**src/rtl/i2s_audio_tx.sv**
```systemverilog
// Free-running I2S (Philips) master transmitter: derives BCK/LRCK from clk,
// latches one stereo sample pair per frame and shifts it out MSB first.
module i2s_audio_tx #(
  parameter int CLK_DIV     = 4,
  parameter int AUDIO_WIDTH = 16,
  parameter int SLOT_BITS   = 32,
  parameter int UNSIGNED_IN = 0
) (
  input  logic                   clk,
  input  logic                   reset_n,
  input  logic [AUDIO_WIDTH-1:0] left_in,
  input  logic [AUDIO_WIDTH-1:0] right_in,
  input  logic                   mute,
  output logic                   sample_ack,
  output logic                   i2s_bck,
  output logic                   i2s_lrck,
  output logic                   i2s_data
);

  localparam int POS_W = $clog2(2 * SLOT_BITS);
  localparam int VEC_N = 1 << POS_W;
  localparam logic [POS_W-1:0] POS_LAST = POS_W'(2 * SLOT_BITS - 1);
  localparam logic [POS_W-1:0] SLOT_LEN = POS_W'(SLOT_BITS);
  localparam logic [7:0] DIV_LAST = 8'(CLK_DIV - 1);
  localparam logic [AUDIO_WIDTH-1:0] MSB_FLIP =
    (UNSIGNED_IN != 0) ? (AUDIO_WIDTH'(1) << (AUDIO_WIDTH - 1)) : '0;

  logic [7:0]             div_cnt_reg;
  logic                   bck_reg;
  logic                   lrck_reg;
  logic                   data_reg;
  logic                   cap_reg;
  logic                   ack_reg;
  logic [POS_W-1:0]       pos_reg;
  logic [AUDIO_WIDTH-1:0] hold_l_reg;
  logic [AUDIO_WIDTH-1:0] hold_r_reg;

  logic                   div_wrap;
  logic [POS_W-1:0]       pos_next;
  logic                   lrck_next;
  logic [POS_W-1:0]       slot_next;
  logic [AUDIO_WIDTH-1:0] word_next;
  logic [VEC_N-1:0]       slot_vec;

  always_comb begin
    div_wrap  = (div_cnt_reg == DIV_LAST);
    pos_next  = (pos_reg == POS_LAST) ? '0 : pos_reg + 1'b1;
    lrck_next = (pos_next >= SLOT_LEN);
    slot_next = lrck_next ? pos_next - SLOT_LEN : pos_next;
    word_next = lrck_next ? hold_r_reg : hold_l_reg;
  end

  // Slot offset 0 is the I2S one-bit delay; offsets past the word are padding.
  for (genvar gi = 0; gi < VEC_N; gi++) begin : g_slot
    if (gi >= 1 && gi <= AUDIO_WIDTH) begin : g_word
      assign slot_vec[gi] = word_next[AUDIO_WIDTH - gi];
    end else begin : g_pad
      assign slot_vec[gi] = 1'b0;
    end
  end

  always_ff @(posedge clk) begin
    if (!reset_n) begin
      div_cnt_reg <= '0;
      bck_reg     <= 1'b0;
      lrck_reg    <= 1'b1;
      data_reg    <= 1'b0;
      cap_reg     <= 1'b0;
      ack_reg     <= 1'b0;
      pos_reg     <= POS_LAST;
      hold_l_reg  <= '0;
      hold_r_reg  <= '0;
    end else begin
      // The ack trails the capture edge by one clk.
      ack_reg <= cap_reg;
      cap_reg <= 1'b0;
      if (div_wrap) begin
        div_cnt_reg <= '0;
        bck_reg     <= ~bck_reg;
        if (bck_reg) begin
          pos_reg  <= pos_next;
          lrck_reg <= lrck_next;
          data_reg <= slot_vec[slot_next];
          if (pos_next == '0) begin
            cap_reg    <= 1'b1;
            hold_l_reg <= mute ? '0 : (left_in ^ MSB_FLIP);
            hold_r_reg <= mute ? '0 : (right_in ^ MSB_FLIP);
          end
        end
      end else begin
        div_cnt_reg <= div_cnt_reg + 8'd1;
      end
    end
  end

  assign sample_ack = ack_reg;
  assign i2s_bck    = bck_reg;
  assign i2s_lrck   = lrck_reg;
  assign i2s_data   = data_reg;

endmodule
```
**config.mk**
```make
export PLATFORM = sky130hd
export DESIGN_NAME = i2s_audio_tx
export DESIGN_NICKNAME = d
export VERILOG_FILES = /design/src/rtl/i2s_audio_tx.sv
export SDC_FILE = /design/constraint.sdc
export NUM_CORES = 1
export LEC_CHECK = 0
export ABC_AREA = 1
export BUFFER_PORTS_ARGS = -buffer_cell sky130_fd_sc_hd__buf_2
export CAP_MARGIN = 20
export CORE_MARGIN = 10
export CORE_UTILIZATION = 53
export CTS_BUF_LIST = sky130_fd_sc_hd__clkbuf_8
export DETAILED_ROUTE_END_ITERATION = 6
export GPL_TIMING_DRIVEN = 0
export PLACE_DENSITY = 0.75
export SYNTH_ARGS = -nofsm -noshare
export SYNTH_HDL_FRONTEND = slang
export SYNTH_SLANG_ARGS = --single-unit
```
**constraint.sdc**
```tcl
create_clock -name clk -period 1.9 [get_ports clk]
set_clock_uncertainty 0.05 [all_clocks]
set_input_delay 0 -clock clk [delete_from_list [all_inputs] [get_ports clk]]
set_output_delay 0 -clock clk [all_outputs]
set_load 0.1 [all_outputs]
```
**Yosys cells after proc, flatten, opt, wreduce, memory -nomap -nowiden**

Index checks and enable logic that the tools add are counted.

- Mux-type cells: 8
- Bitwise logic cells: 2
- Eq/ne operators: 2
- Reduce and logical (&&, ||, !) cells: 5
- $lt $le $gt $ge: 2
- Add/subtract/negate cells: 3

Operators with widths:

| cell | number |
|---|---|
| two-way mux 16 bit | 3 |
| two-way mux 6 bit | 2 |
| adder 8 x 1 -> 8 bit (second input constant) | 1 |
| equality test 8 x 2 -> 1 bit (second input constant) | 1 |
| less-than comparator 6 x 7 -> 1 bit (second input constant) | 1 |
| adder 6 x 1 -> 6 bit (second input constant) | 1 |
| binary-select mux 1 bit (select 6 bit) | 1 |
| equality test 6 bit (second input constant) | 1 |
| >= comparator 6 bit (second input constant) | 1 |
| logical NOT 6 bit | 1 |
| AND reduction 3 bit | 2 |
| subtractor 6 bit (second input constant) | 1 |
| two-way mux 1 bit | 2 |
| NOT 1 bit | 2 |
| AND reduction 2 bit | 1 |
| OR reduction 2 bit | 1 |

- Register bits: 51
- Word-level logic and storage cells: 31
- Input bits: 35
- Output and inout port bits: 4

**Logic depth before layout (Yosys ltp)**

- Word-level depth: 6
- Gate-level depth with buffers: 15
- Mapped depth without buffers: 15

**Worst setup path after synthesis**

OpenSTA, ideal clock, no wires.

- Kind: flip-flop to flip-flop
- From: reg bck_reg (netlist: i2s_bck)
- To: reg hold_r_reg[10]
- Required time: 1.735 ns
- Buffers on the path: 1
- Data arrival time: 1.910 ns
- Setup slack: -0.175 ns
- Stages on the path, launching flop included: 9
- Setup time: 0.115 ns
- Clock period less this slack: 2.075 ns
- Cell sequence: dfxtp_1 nand2_2 clkinv_2 nand2_2 nor2_4 nand2_2 buf_6 nand3_1 o21ai_2

- Longest elaborated chain between the ends: 1

Ends and longest elaborated chain:

| what | line | source |
|---|---|---|
| start, declared | 29 | `logic bck_reg;` |
| start signal, assigned | 79 | `bck_reg <= ~bck_reg;` |
| AND reduction 3 bit (no source line) | n/a |  |
| end signal, assigned | 87 | `hold_r_reg <= mute ? '0 : (right_in ^ MSB_FLIP);` |
| end, declared | 36 | `logic [AUDIO_WIDTH-1:0] hold_r_reg;` |

Every way passes these cells.
A chain may end at the register's enable or synchronous reset.

**Final worst setup path**

- From: reg pos_reg[0]
- To: reg hold_l_reg[5]

- Longest elaborated chain between the ends: 4
- Elaborated cells between the ends (all ways): 5
- Those cells by class: add/sub (1); eq/ne (1); mux (1); reduce/logical (2)

Ends and longest elaborated chain:

| what | line | source |
|---|---|---|
| start, declared | 34 | `logic [POS_W-1:0] pos_reg;` |
| start signal, assigned | 81 | `pos_reg <= pos_next;` |
| adder 6 x 1 -> 6 bit / equality test 6 bit (equally long branches) | 47 | `pos_next = (pos_reg == POS_LAST) ? '0 : pos_reg + 1'b1;` |
| two-way mux 6 bit * | 47 |  |
| logical NOT 6 bit * | 84 | `if (pos_next == '0) begin` |
| AND reduction 3 bit (no source line) * | n/a |  |
| end signal, assigned | 86 | `hold_l_reg <= mute ? '0 : (left_in ^ MSB_FLIP);` |
| end, declared | 35 | `logic [AUDIO_WIDTH-1:0] hold_l_reg;` |

Every way passes the cells marked *; elsewhere a longest branch is shown, timed or not.

==> run summary <==
During placement, the flow inserted port buffers numbering 38. The final reports fail on setup timing. The setup path with the least slack is of type flip-flop to flip-flop. In the final layout, the multi-input gates occupy 1520 µm².

The run gives 507 MHz as the maximum frequency from static timing analysis. The total number of vias was 2749. The share of synthesized area occupied by flip-flops and latches came out at 39.2%. The area growth from synthesis to layout is 43.8%. Setup repair after global routing could not meet its margin everywhere.

The kind of path behind the tightest hold check was input pin to flip-flop. The tools report the total leakage power as 1.64 nW. The tools report the initial antenna violation count as 0. Endpoint with the worst hold slack: i2s_lrck$_SDFFE_PN1P_. After the first detailed-routing iteration, the DRC count stood at 178.

The nature of the critical path startpoint was a flip-flop. The via count of the first global-routing pass was 2629; the clock-pin slew reported for the worst setup and hold paths after clock tree synthesis was 0.10 ns. The data arrival time of the critical path was 2.17 ns. The flop-to-flop setup slack was -0.07 ns. In this run the critical register-to-register path is launched from pos_reg[0]$_SDFFE_PN1P_. Across the VDD grid, the largest voltage drop is 0.425 mV.

The routed length per placed instance works out to 14.7 µm. From left edge to right edge, the die measures 90.1 µm. Count of endpoints failing hold in the final timing report: 0. The critical path's top delay family was simple AND/OR/NAND/NOR gates. After layout, the design draws a total of 2.16 mW. Counting every net in the synthesized netlist gives 387. Summing all flip-flop and latch instances after layout gives 1030 µm². At the end of routability-driven placement, the weighted congestion stood at 0.959.

The detailed-route vias per instance is 5.33. The Yosys warning count was 0; the initial core utilization was 54.8%. The CTS buffer count came out at 5. For this run, design rule violations remaining after detail routing come to 0.

The count of pins on the block boundary came out at 39. TritonCTS built the clock tree. The tools report the accumulated negative setup slack as -1.08 ns. Synthesis inferred 51 register bits.

The tools report the beginning of the worst hold path as reset_n. Measured along the y axis, the die boundary spans 90.1 µm. The cell depth of the worst hold path works out to 4. Cells with a size suffix above 1 make up 33.2% of the layout. Number of instances in the synthesized netlist: 350. In this run the power density over the cells is 575 nW/µm². The clock reaches the later pin of the worst-skew pair after 0.31 ns. The number of enable-type register cells in the synthesized netlist is 0, and the post-route minimum period is 1.97 ns. For this run, the slowest stage of the critical path takes 0.39 ns.

Setup violations remaining at the end of the flow were counted as 31. Counting flops with an async set or reset pin after synthesis yields a share of 0%. The flow ran to the end, but the final reports show violations. The die covers 8120 µm². Number of buffers and inverters on the critical path: 2. The detailed-router iteration count before antenna repair was 7. Critical-path cell with the highest stage delay: dfxtp_4. The required time of the critical path was 2.09 ns. The floorplan step defined a core boundary enclosing 4750 µm². Each instance of the synthesized netlist takes up on average 7.45 µm². The tool flagged a number of max-cap violations equal to 0. The final period utilization was 104%; the placement row count was 25.

The cell area after synthesis came out at 2610 µm². The worst register-to-register path ends at hold_l_reg[5]$_SDFFE_PN0P_. Number of pins with negative max-slew slack in the final report: 0. The signal on the critical path passes through ha_4 > nand2_4 > nor2_4 > nand2_4 > nand3_4 > inv_4 > nor2_4 > nand3_4 > buf_6 > o21ai_2. The actual transition at the worst max-transition pin works out to 0.633 ns. The nature of the critical path endpoint is a flip-flop. After legalization and detailed placement, the total HPWL measured 4.76 mm. The H-tree generated during clock tree synthesis spans 2 levels. The first global-routing pass estimated 12.0 mm of wire.

For the worst flop-to-flop path, the logic depth is 10. The logs give -0.0711 ns for the worst setup margin and 0 for the global route total overflow. Number of nets with antenna violations after detailed routing: 0.

The number of buffers between clock root and the deepest sink is 2. The most instantiated flip-flop cell in the synthesis netlist is dfxtp_1. The root buffer cell was clkbuf_8. Global routing used 17.3% of the available tracks.

The tools report the CTS sink count as 51. After synthesis, the netlist uses 33 different library cells. Entering global routing, the biggest net connects 17 pins. The headroom to the max-slew limit came out at 57.8%. The count of fill cells added during filler insertion is 332, and the total length of routed wires is 7.60 mm.

Along the worst path, the maximum fanout reaches 10. The net count of the finished layout is 485. The repair_antennas step left the layout with diodes totalling 0.
[per-layer routing]
| metal | track usage [%] | vias to the layer above | wire [µm] |
|---|---|---|---|
| li1 | - | 1353 | - |
| met4 | 5.84 | 0 | 131 |
| met1 | 20.6 | 1270 | 3070 |
| met3 | 3.82 | 17 | 498 |
| met5 | 0 | - | 0 |
| met2 | 30.0 | 109 | 3910 |
[synthesized netlist by cell type, drive strengths merged, types with 2 or more instances]
cell | instances | area [µm²]
dfxtp | 51 | 1020
nand2 | 94 | 398
buf | 10 | 91.3
nor3b | 2 | 15.0
nor2 | 25 | 111
a21oi | 8 | 43.8
o21ai | 41 | 314
nor3 | 3 | 15.0
o211ai | 5 | 37.5
clkbuf | 6 | 22.5
ha | 2 | 25.0
inv | 34 | 128
nand3 | 61 | 323
[worst max path at each step]
stage,startpoint,endpoint,slack (ns),cells after the start
after floorplan,div_cnt_reg[0]$_SDFF_PP0_,hold_r_reg[10]$_SDFFE_PN0P_,0.08,11
after CTS,div_cnt_reg[0]$_SDFF_PP0_,hold_r_reg[14]$_SDFFE_PN0P_,-0.004,12
after detailed placement,div_cnt_reg[0]$_SDFF_PP0_,hold_r_reg[14]$_SDFFE_PN0P_,-0.18,11
after global routing,pos_reg[1]$_SDFFE_PN1P_,hold_l_reg[5]$_SDFFE_PN0P_,-0.15,13
after global placement,div_cnt_reg[0]$_SDFF_PP0_,hold_l_reg[14]$_SDFFE_PN0P_,-0.17,11
final,pos_reg[0]$_SDFFE_PN1P_,hold_l_reg[5]$_SDFFE_PN0P_,-0.07,10
[layout make-up]
| cell class | instances | area share, % |
|---|---|---|
| plain buffers | 16 | 3.47 |
| clock buffers | 6 | 2.20 |
| clock inverters | 2 | 1.03 |
| inverters | 35 | 3.70 |
| multi-input cells | 249 | 40.6 |
| flip-flops and latches | 51 | 27.5 |
| well taps | 67 | 2.24 |
| repair buffers | 90 | 19.3 |
[kinds of logic after synthesis]
kind of cell / count (synthesis) / share of synthesized area, %
AO/OA/AOI/OAI: 57 / 16.0
buffers and inverters: 51 / 9.46
AND/OR/NAND/NOR: 188 / 34.1
XOR/XNOR: 1 / 0.336
flip-flops: 51 / 39.2
adder cells (fa/ha/maj): 2 / 0.960
[tightest hold or removal path, stage by stage]
cell and delay [ns]:
buf_2 0.14, inv_1 0.13, a21oi_2 0.05, nand2_1 0.05
[layout by cell type, fill, tap and decap left out, types with 2 or more instances in the layout]
cell type	Yosys	layout
nand2_1	84	82
nand3_1	59	51
dfxtp_1	51	45
buf_2	1	39
dlygate4sd3_1	0	34
inv_1	30	30
o21ai_2	29	29
nor2_1	22	18
buf_4	0	12
o21ai_0	10	9
buf_6	7	7
nand3_2	1	7
clkbuf_1	6	6
clkbuf_8	0	6
nand2_2	6	5
o211ai_1	5	5
a21oi_1	7	5
dfxtp_2	0	5
nand2_4	4	4
nor2_4	2	4
nand2_8	0	4
nor2_2	1	3
inv_2	4	3
nand3_4	1	3
o21ai_1	2	3
buf_12	0	3
nor3_1	3	3
a21oi_2	1	3
buf_1	2	2
buf_8	0	2
nor3b_1	2	2
ha_4	0	2
[through the flow]
step | hold WS (ns) | setup WS, ns | util, % | std cells | cell area [µm²]
global placement | 0.219 | -0.170 | 60.6 | 455 | 2880
detailed placement | 0.223 | -0.180 | 60.6 | 455 | 2880
CTS | 0.0358 | -0.00426 | 74.7 | 507 | 3550
global route | 0.0607 | -0.146 | 78.8 | 516 | 3750
finish | 0.0351 | -0.0711 | 78.8 | 516 | 3750
floorplan | 0.100 | 0.0794 | - | 350 | 2610
[repair_timing]
item	in CTS	in global routing
cloned	1	2
pin swaps	7	9
hold buffers	34	0
setup buffers	9	7
setup endpoints to repair	34	34
endpoints found under the hold margin	32	0
gates resized for setup	25	25
[report_power, final]
part           switching [mW]  internal (mW)  leakage [nW]
Clock                   0.385          0.434        0.0618
Sequential             0.0117           1.08         0.411
Combinational           0.128          0.117          1.17
Power figures use the tool's default switching activity.
